File: config.mk
export PLATFORM = sky130hd
export DESIGN_NAME = tff_count_ctrl
export DESIGN_NICKNAME = d
export VERILOG_FILES = /design/src/rtl/tff_count_ctrl.sv
export SDC_FILE = /design/constraint.sdc
export NUM_CORES = 1
export LEC_CHECK = 0
export CORE_ASPECT_RATIO = 1.75
export CORE_MARGIN = 5
export CORE_UTILIZATION = 45
export CTS_CLUSTER_DIAMETER = 40
export CTS_CLUSTER_SIZE = 30
export DETAILED_ROUTE_END_ITERATION = 10
export PLACE_DENSITY_LB_ADDON = 0.3
export SETUP_SLACK_MARGIN = 0.4
export SYNTH_ARGS = -nofsm -noshare
export SYNTH_HDL_FRONTEND = slang
export SYNTH_SLANG_ARGS = --single-unit
File: constraint.sdc
create_clock -name clk -period 2.7 [get_ports clk]
set_clock_uncertainty 0.2 [all_clocks]
set_input_delay 0.54 -clock clk [delete_from_list [all_inputs] [get_ports clk]]
set_output_delay 0.54 -clock clk [all_outputs]
set_load 0.005 [all_outputs]
File: src/rtl/tff_count_ctrl.sv
// -----------------------------------------------------------------------------
// tff_count_ctrl
//
// Sequencer for a WIDTH-bit bank of T flip-flops used as a programmable
// counter. Each cycle it computes the toggle vector for the bank (count up,
// count down, load, wrap or hold) and owns the bank state, so q only ever
// changes as q <= q ^ t_vec. A small FSM (IDLE/RUN/PAUSE/DONE) provides a
// start/done handshake with pause and abort.
//
// Priority on every edge: abort > load > start/pause.
//
// Ports:
//   clk       in   rising-edge clock
//   reset     in   asynchronous, active-high reset
//   start     in   begin counting (level, sampled each edge)
//   pause     in   freeze the bank while high (RUN <-> PAUSE)
//   abort     in   return to IDLE from any state, q held
//   dir       in   1 = up, 0 = down; captured when RUN is entered
//   wrap_en   in   1 = wrap at terminal count, 0 = stop in DONE; captured
//                  when RUN is entered
//   load      in   load load_val into the bank (IDLE/PAUSE only)
//   load_val  in   [WIDTH-1:0] value to load
//   limit     in   [WIDTH-1:0] terminal count (up) / reload value (down)
//   t_vec     out  [WIDTH-1:0] toggle vector applied this cycle (comb)
//   q         out  [WIDTH-1:0] bank state
//   qb        out  [WIDTH-1:0] ~q
//   busy      out  high in RUN or PAUSE
//   done      out  high in DONE
//   wrap      out  one-cycle registered pulse after a wrap edge
//   gray      out  [WIDTH-1:0] registered q ^ (q >> 1), one cycle behind q
//                  (present only when TFF_CTRL_GRAY_EN is defined)
//
// Build option: define TFF_CTRL_GRAY_EN to add the gray output.
// -----------------------------------------------------------------------------
module tff_count_ctrl #(
   parameter int WIDTH = 4
) (
   input  logic             clk,
   input  logic             reset,
   input  logic             start,
   input  logic             pause,
   input  logic             abort,
   input  logic             dir,
   input  logic             wrap_en,
   input  logic             load,
   input  logic [WIDTH-1:0] load_val,
   input  logic [WIDTH-1:0] limit,
   output logic [WIDTH-1:0] t_vec,
   output logic [WIDTH-1:0] q,
   output logic [WIDTH-1:0] qb,
   output logic             busy,
   output logic             done,
   output logic             wrap
`ifdef TFF_CTRL_GRAY_EN
   ,
   output logic [WIDTH-1:0] gray
`endif
);

   typedef enum logic [1:0] {
      ST_IDLE  = 2'd0,
      ST_RUN   = 2'd1,
      ST_PAUSE = 2'd2,
      ST_DONE  = 2'd3
   } state_t;

   state_t           state_q, state_d;
   logic [WIDTH-1:0] bank_q, bank_d;
   logic [WIDTH-1:0] qb_q;
   logic             dir_q, dir_d;
   logic             wrap_en_q, wrap_en_d;
   logic             wrap_q, wrap_d;
   logic             busy_q, done_q;
   logic [WIDTH-1:0] up_t_s, dn_t_s;
   logic             at_term_s;

`ifdef TFF_CTRL_GRAY_EN
   logic [WIDTH-1:0] gray_q;
`endif

   // Counting toggle vectors: bit i toggles when all lower bits are 1 (up)
   // or all lower bits are 0 (down); built as a running AND chain.
   always_comb begin : count_vec
      logic up_acc;
      logic dn_acc;
      up_acc = 1'b1;
      dn_acc = 1'b1;
      up_t_s = {WIDTH{1'b0}};
      dn_t_s = {WIDTH{1'b0}};
      for (int i = 0; i < WIDTH; i++) begin
         up_t_s[i] = up_acc;
         dn_t_s[i] = dn_acc;
         up_acc    = up_acc & bank_q[i];
         dn_acc    = dn_acc & ~bank_q[i];
      end
   end

   // Terminal count uses the direction captured on RUN entry.
   assign at_term_s = dir_q ? (bank_q == limit) : (bank_q == {WIDTH{1'b0}});

   // Next-state, toggle vector and captured-mode logic.
   always_comb begin
      state_d   = state_q;
      t_vec     = {WIDTH{1'b0}};
      dir_d     = dir_q;
      wrap_en_d = wrap_en_q;
      wrap_d    = 1'b0;
      if (abort) begin
         state_d = ST_IDLE;
      end else begin
         case (state_q)
            ST_IDLE: begin
               if (load) begin
                  t_vec = bank_q ^ load_val;
               end else if (start) begin
                  state_d   = ST_RUN;
                  dir_d     = dir;
                  wrap_en_d = wrap_en;
               end else begin
                  state_d = ST_IDLE;
               end
            end
            ST_RUN: begin
               // Pause outranks a terminal count on the same edge.
               if (pause) begin
                  state_d = ST_PAUSE;
               end else if (at_term_s) begin
                  if (wrap_en_q) begin
                     t_vec  = dir_q ? bank_q : (bank_q ^ limit);
                     wrap_d = 1'b1;
                  end else begin
                     state_d = ST_DONE;
                  end
               end else begin
                  t_vec = dir_q ? up_t_s : dn_t_s;
               end
            end
            ST_PAUSE: begin
               if (load) begin
                  t_vec = bank_q ^ load_val;
               end else if (!pause) begin
                  state_d = ST_RUN;
               end else begin
                  state_d = ST_PAUSE;
               end
            end
            ST_DONE: begin
               // Restart reinitialises the bank using the freshly sampled dir.
               if (start) begin
                  state_d   = ST_RUN;
                  dir_d     = dir;
                  wrap_en_d = wrap_en;
                  t_vec     = dir ? bank_q : (bank_q ^ limit);
               end else begin
                  state_d = ST_DONE;
               end
            end
            default: begin
               state_d = ST_IDLE;
            end
         endcase
      end
   end

   assign bank_d = bank_q ^ t_vec;

   // State, bank and registered status outputs.
   always_ff @(posedge clk or posedge reset) begin
      if (reset) begin
         state_q   <= ST_IDLE;
         bank_q    <= {WIDTH{1'b0}};
         qb_q      <= {WIDTH{1'b1}};
         dir_q     <= 1'b1;
         wrap_en_q <= 1'b0;
         wrap_q    <= 1'b0;
         busy_q    <= 1'b0;
         done_q    <= 1'b0;
      end else begin
         state_q   <= state_d;
         bank_q    <= bank_d;
         qb_q      <= ~bank_d;
         dir_q     <= dir_d;
         wrap_en_q <= wrap_en_d;
         wrap_q    <= wrap_d;
         busy_q    <= (state_d == ST_RUN) || (state_d == ST_PAUSE);
         done_q    <= (state_d == ST_DONE);
      end
   end

`ifdef TFF_CTRL_GRAY_EN
   // Gray code of the bank, one cycle behind q.
   always_ff @(posedge clk or posedge reset) begin
      if (reset) begin
         gray_q <= {WIDTH{1'b0}};
      end else begin
         gray_q <= bank_q ^ (bank_q >> 1);
      end
   end

   assign gray = gray_q;
`endif

   assign q    = bank_q;
   assign qb   = qb_q;
   assign busy = busy_q;
   assign done = done_q;
   assign wrap = wrap_q;

endmodule

=== Word level (Yosys, flattened, before mapping) ===
Index checks and enable logic that the tools add are counted.

* Mux-type cells: 32
* Reductions and logical operators: 6
* Equal/unequal tests: 8
* Bitwise gates (word level): 12

{| class="wikitable"
|+ Operators by type and width
! kind !! count
|-
| $mux 4 || 9
|-
| $mux 2 || 8
|-
| $pmux 4 s3 || 1
|-
| $xor 4x4->4 || 3
|-
| $mux 1 || 11
|-
| $eq 2x2->1 const B || 4
|-
| $pmux 2 s4 || 1
|-
| $and 1x1->1 || 4
|-
| $eq 2x1->1 const B || 2
|-
| $eq 4x4->1 || 1
|-
| $logic_not 4->1 || 1
|-
| $not 1->1 || 4
|-
| $not 4->4 || 1
|-
| $pmux 1 s2 || 2
|-
| $reduce_and 3->1 || 1
|-
| $logic_not 2->1 || 1
|-
| $ne 2x2->1 const B || 1
|-
| $reduce_bool 2->1 || 1
|-
| $reduce_or 2->1 || 1
|-
| $logic_or 1x1->1 || 1
|}

* Bits in registers: 15
* Word-level logic and storage cells: 66

=== Depth between registers and ports, before layout ===
Gate-level depths: netlist of the first run.

* Depth in word-level cells: 10
* Depth in mapped cells: 8

=== Least setup slack after synthesis of the first run ===
OpenSTA, ideal clock, no wires.

* Path kind: register to output
* Start point: register dir_q
* End point: output t_vec[2]
* Data required time: 1960 ps
* Path buffers: 1
* Stages on the path, launching flop included: 8
* Arrival: 1770 ps
* Slack: 190 ps
* Path through: dfstp_2 -> clkbuf_1 -> nand2b_1 -> xnor2_1 -> a211oi_1 -> o41ai_1 -> o211ai_2 -> inv_1

* Cells in the longest elaborated chain, start to end: 6
* Elaborated cells between the ends (all ways): 8
* Classes of those cells: 8 x mux

{| class="wikitable"
|+ Ends and longest elaborated chain
! item !! RTL line !! text
|-
| from (decl) || 70 || <nowiki>logic dir_q, dir_d;</nowiki>
|-
| from (signal assigned) || 182 || <nowiki>dir_q <= dir_d;</nowiki>
|-
| $mux 4 || 129 || <nowiki>t_vec = dir_q ? bank_q : (bank_q ^ limit);</nowiki>
|-
| $mux 4 || 128 || <nowiki>if (wrap_en_q) begin</nowiki>
|-
| $mux 4 * || 127 || <nowiki>end else if (at_term_s) begin</nowiki>
|-
| $mux 4 * || 125 || <nowiki>if (pause) begin</nowiki>
|-
| $pmux 4 s3 * || 111 || <nowiki>case (state_q)</nowiki>
|-
| $mux 4 * || 108 || <nowiki>if (abort) begin</nowiki>
|-
| to (decl) || 48 || <nowiki>output logic [WIDTH-1:0] t_vec,</nowiki>
|}

Every way passes the cells marked *; elsewhere a longest branch is shown, timed or not.

=== Worst setup path in the final report of the first run ===
* Start point: register bank_q[0] (netlist: q[0])
* End point: output t_vec[1]

* Cells in the longest elaborated chain, start to end: 6
* Elaborated cells between the ends (all ways): 9
* Classes of those cells: 1 x eq/ne; 6 x mux; 1 x bitwise; 1 x reduce/logical

{| class="wikitable"
|+ Ends and longest elaborated chain
! item !! RTL line !! text
|-
| from (decl) || 68 || <nowiki>logic [WIDTH-1:0] bank_q, bank_d;</nowiki>
|-
| from (signal assigned) || 171 || <nowiki>bank_q <= {WIDTH{1'b0}};</nowiki>
|-
| from (signal assigned) || 180 || <nowiki>bank_q <= bank_d;</nowiki>
|-
| $eq 4x4->1, or another cell as far along || 99 || <nowiki>assign at_term_s = dir_q ? (bank_q == limit) : (bank_q == {WIDTH{1'b0}});</nowiki>
|-
| $mux 1 / $mux 4 (equally long branches) || 99, 135 ||
|-
| $mux 4 * || 127 ||
|-
| $mux 4 * || 125 ||
|-
| $pmux 4 s3 * || 111 ||
|-
| $mux 4 * || 108 ||
|}

Marks and branches as above.

==> flow_summary.yaml, run 1 <==
placement:
  portBuffers: 30
  post_dp_cell_area_sq_um: 1820
  globalplace.congestion: 0.918
  hpwlAfterDp_um: 2680
final_layout:
  final_nets: 218
  area_growth_pct: 61.1
  num_antenna_cells: 0
  drive_gt1_share_pct: 45.4
  fin_util_pct: 74.2
  postLayoutCellArea_sq_um: 2000
critical_path:
  crit_type: "reg -> out"
  cp_num_buf_inv: 2
  cp_max_fo: 3
  crit_path_start_kind: "register"
  critPathCaptureType: "output pin"
  crit_arrival_ps: 2040
  critPathSlowestCell: "or4_4"
  path_cells: "or4_4, nor2_4, buf_6, o2bb2ai_2, o21ai_2, a211oi_4, buf_2"
  crit_required_ps: 1960
  crit_path_max_incr_delay_ps: 580
  crit_family: "simple AND/OR/NAND/NOR gates"
floorplan:
  core_sq_um: 2690
  dieArea_sq_um: 3940
  ioPinCount: 31
  die_y_um: 79.4
  std_cell_rows: 25
  start_util_pct: 46.0
  fp.dieW_um: 49.7
sta:
  min_period_ps: 2780
  finalCritPeriodShare_pct: 103
  setup_ws_ps: -84.6
  max_freq_mhz: 359
  maxSlewViolCount: 0
  worst_pin_slew_ps: 585
  finalSetupTns_ps: -239
  grt_setup_unrepaired: "true"
  hold_violations: 0
  finalSetupViolations: 4
  max_slew_margin_pct: 61.0
synth:
  synthFlopType: "dfrtp_1"
  synth.area.mux_share_pct: 1.82
  synth_enable_flop_cells: 0
  synthCells: 128
  yosys-top-cells-count: "xnor2_1, dfrtp_1, inv_1"
  synth-compound-area-share_pct: 22.1
  synth_most_common_cell: "xnor2_1"
  yosysSeqAreaShare_pct: 30.8
  syn_area_per_cell_sq_um: 9.68
  yosys_warnings: 0
  ys_types: 44
  yosys.area_share.xor_xnor_pct: 17.0
  syn_area_sq_um: 1240
  synth_top_family_by_area: "compound AO/OA/AOI/OAI gates"
  synth_top_cell_area_share_pct: 20.2
  synth_nets: 149
  async_flop_share_pct: 100
  ys_ff_latch: 15
  synth-simple-area-share_pct: 17.4
  yosysTopAreaCell: "dfrtp_1"
  yosys-top-cells-area: "dfrtp_1, xnor2_1, dfstp_2"
  synth_fa_ha_area_share_pct: 5.05
run_status:
  violations: "setup timing"
  status: "finished, violations left"
clock_network:
  numCtsBuffers: 3
  cts_max_level: 1
  cts.sinks: 15
  cts_tree: "built"
  clk_pin_slew_worst_paths_ps: 70
  cts_root_buf: "clkbuf_8"
  clk_path_buf_depth: 2
  worst_skew_pair.late_latency_ps: 250
grt:
  grt_util_all_layers_pct: 19.4
  grt_pass1_vias: 1233
  antenna_found_initial: 0
  grt_max_degree: 16
  grt_pass1_wl_um: 5900
  grt.overflow.total: 0
routing:
  drtAntennaViolNets: 0
  drcViolationCount: 0
  wl_per_cell_um: 16.7
  drt_iter0_drc: 37
  routed_wirelength_um: 3730
  vias: 1213
  vias_per_cell: 5.44
  drtPass1Iterations: 4
min_path:
  hold_class: "in -> async"
job:
  cap_violations: 0
pwr:
  leakagePower_nw: 0.855
  powerDensity_nw_per_um2: 1170
  peakVddDrop_mv: 0.631
[cells in the final DEF, fill, tap and decap left out, drive strengths merged]
master          n
nand3           1
o41ai           1
o2bb2ai         1
buf            46
o21ai           8
xnor2          19
nand4           2
o31ai           1
o22ai           2
nor4bb          1
dlygate4sd2     1
nor2b           6
a221oi          2
xor2            5
a211oi          9
dfrtp          10
nor2            7
clkdlybuf4s50  21
mux2            2
a21boi          1
ha              5
and3            2
nand4bb         1
clkinv          1
dfstp           5
clkdlybuf4s15   1
a31oi           1
nand2           6
or4             1
clkbuf          6
nand2b          3
and2            3
o21bai          1
o211ai          1
nor3            3
a21oi           3
inv             7
[layout make-up]
type	instances	area (sq um)
Clock buffer	3	41.3
Fill cell	201	694
Inverter	7	26.3
Sequential cell	15	383
Tap cell	27	33.8
Timing Repair Buffer	72	594
Multi-Input combinational cell	98	912
Clock inverter	1	5.00
[registers in the layout, summed over array words and instances, names as in the netlist]
name and count:
qb 4, busy 1, dir_q 1, q 4
wrap 1, wrap_en_q 1, state_q 2, done 1
[routing by layer]
layer  vias to the layer above  routed length [um]  GRT usage (%)
li1                        584                   -              -
met1                       581                1310           20.1
met2                        36                2140           35.2
met3                        12                 136           3.36
met4                         0                 145           11.0
met5                         -                   0              0
[stage by stage]
step	cells	worst slack [ps]	power [mW]	hold WS, ps
after floorplan	128	373	1.37	238
after detailed placement	207	-721	1.91	489
final	223	-84.6	2.33	451
after global routing	223	-173	2.47	507
after CTS	215	-69.7	2.18	477
after global placement	207	-708	1.87	493
[worst register-to-register path, cell delays in order (launching register included)]
cell and delay, ps:
dfrtp_1 390, or4_4 580, nor2_4 140, buf_4 150
a21oi_4 50, buf_4 140, nor2_1 130, o31ai_1 100
a221oi_2 280, ha_2 320
[timing repair]
item                       4_1_cts  5_1_grt
buffers inserted                 4        8
hold buffers                     0        0
setup endpoints to repair       16       10
gates resized for setup         32       14
pin swaps                        9       10
[where the power goes]
part / switching, mW / internal [mW]
clock network: 0.0879 / 0.102
logic: 0.755 / 0.923
registers: 0.0987 / 0.360
total: 0.942 / 1.39
[kinds of logic after synthesis]
kind of cell | Yosys count
AND/OR/NAND/NOR | 36
adder cells (fa/ha/maj) | 5
flip-flops | 15
XOR/XNOR | 24
buffers and inverters | 15
multiplexers | 2
AO/OA/AOI/OAI | 31
[final timing paths]
path | start | slack, ps | end | cells past startpoint
worst min register to register | q[2] | 520 | qb[2] | 2
worst max-delay path | q[0] | -80 | t_vec[1] | 7
max in group asynchronous | reset | 1440 | q[1] | 2
worst max register to register | q[0] | 130 | busy | 9
worst min-delay path | reset | 450 | state_q[0] | 2
min in group clk | q[2] | 520 | qb[2] | 2
(Power assumes the default switching activity.)
==> inputs of run 2 (changes only) <==
- CORE_UTILIZATION: 45 -> 49
- GPL_ROUTABILITY_DRIVEN: unset -> 1
==> run 2 against run 1 <==
The flow still finishes with violations (setup timing); combinational power fell by 5%; largest power group unchanged; core utilization rose by 4.5 points; count of clock-buffer cells in the layout did not move; sequential power fell by 3%; critical path depth fell by 1; fmax rose by 1.8%; worst setup slack improved by 48 ps; non-clock buffer count fell by 7.
==> flow_summary.yaml, run 2 (synthesis results as in run 1) <==
run_status:
  status: "finished, violations left"
  violations: "setup timing"
grt:
  grt_util_all_layers_pct: 21.9
  grt.overflow.total: 0
  antenna_found_initial: 0
  grt_max_degree: 16
  grt_pass1_wl_um: 5840
  grt_pass1_vias: 1252
clock_network:
  cts.sinks: 15
  clk_pin_slew_worst_paths_ps: 80
  cts_max_level: 1
  numCtsBuffers: 3
  worst_skew_pair.late_latency_ps: 260
  cts_root_buf: "clkbuf_8"
  hold_buffers: 0
  cts_tree: "built"
  clk_path_buf_depth: 2
final_layout:
  stdcell_count: 215
  postLayoutCellArea_sq_um: 1940
  final_common_cell: "buf_4"
  num_antenna_cells: 0
  final_nets: 211
  most-common-layout-cells: "buf_4, clkdlybuf4s50_1, xnor2_1"
  drive_gt1_share_pct: 41.8
  area_growth_pct: 56.4
  fin_util_pct: 78.7
floorplan:
  die_y_um: 76.5
  std_cell_rows: 24
  fp.dieW_um: 48.0
  core_sq_um: 2460
  ioPinCount: 31
  start_util_pct: 50.3
  dieArea_sq_um: 3670
sta:
  min_period_ps: 2740
  setup_ws_ps: -36.2
  finalSetupTns_ps: -70.4
  hold_ws_ps: 453
  maxSlewViolCount: 0
  hold_violations: 0
  finalCritPeriodShare_pct: 101
  worst_pin_slew_ps: 632
  grt_setup_unrepaired: "true"
  finalSetupViolations: 3
  max_slew_margin_pct: 57.8
  max_freq_mhz: 365
critical_path:
  crit_path_max_incr_delay_ps: 580
  crit_arrival_ps: 2000
  critPathSlowestCell: "or4_4"
  crit_path_start_kind: "register"
  path_cells: "or4_4, a21oi_2, a31oi_1, o21bai_4, a211oi_4, buf_2"
  cp_max_fo: 3
  crit_type: "reg -> out"
  critPathCaptureType: "output pin"
  r2r_slack_ps: 20
  crit_required_ps: 1960
routing:
  routed_wirelength_um: 3580
  wl_met2_um: 2090
  wl_per_cell_um: 16.7
  m1WireLength_um: 1250
  drtPass1Iterations: 4
  top_layer_used: "met4"
  drcViolationCount: 0
  vias_per_cell: 5.53
  vias: 1189
  drt_iter0_drc: 50
  wl_met3_um: 109
  drtAntennaViolNets: 0
placement:
  portBuffers: 30
  post_dp_cell_area_sq_um: 1820
  place_ws_ps: -720
  dpl.cell_count: 206
  hpwlAfterDp_um: 2790
  globalplace.congestion: 0.932
pwr:
  peakVddDrop_mv: 0.725
  powerDensity_nw_per_um2: 1160
  leakagePower_nw: 0.812
  power_mw: 2.24
min_path:
  hold_class: "in -> async"
job:
  cap_violations: 0
-- run 2: cell count changes in the layout (fill, tap and decap cells not counted), sizes merged --
cell,before,now
clkbuf,6,3
clkdlybuf4s15,1,3
dlygate4sd2,1,2
buf,46,39
-- run 2: final timing paths --
path / start / depth (start not counted) / end
setup / recovery: q[1] / 6 / t_vec[3]
hold / removal: reset / 2 / state_q[0]
setup reg to reg: q[1] / 9 / busy
hold reg to reg: dir_q / 1 / dir_q
max in group asynchronous: reset / 2 / q[1]
min in group clk: dir_q / 1 / dir_q
-- run 2: layer usage --
layer | track usage [%] | up-vias
met1 | 22.9 | 576
met4 | 12.7 | 0
met3 | 0.709 | 13
li1 | - | 566
met2 | 39.0 | 34
met5 | 0 | -
-- run 2: cell type report --
type                       count  area (sq um)
multi-input combinational     98           906
timing repair buffer          65           543
fill                         170           526
sequential                    15           383
clock buffer                   3          41.3
tap                           26          32.5
inverter                       7          26.3
clock inverter                 1          5.00
-- run 2: timing repair --
item / 4_1_cts / 5_1_grt
pin swaps: 12 / 3
setup buffers: 3 / 2
endpoints found under the setup margin: 16 / 10
cloned: 0 / 0
gates resized for setup: 38 / 1
-- run 2: power by group --
part | switching (mW) | internal (mW) | total, mW
registers | 0.0833 | 0.360 | 0.444
logic | 0.748 | 0.850 | 1.60
clock network | 0.0962 | 0.103 | 0.199
-- run 2: critical path, delay by kind of cell, from the launching register on --
kind | cells | cell delay [ps]
DFF | 1 | 420
AOI/OAI and AO/OA | 4 | 590
buffers and inverters | 1 | 150
and+or+nand+nor | 1 | 580
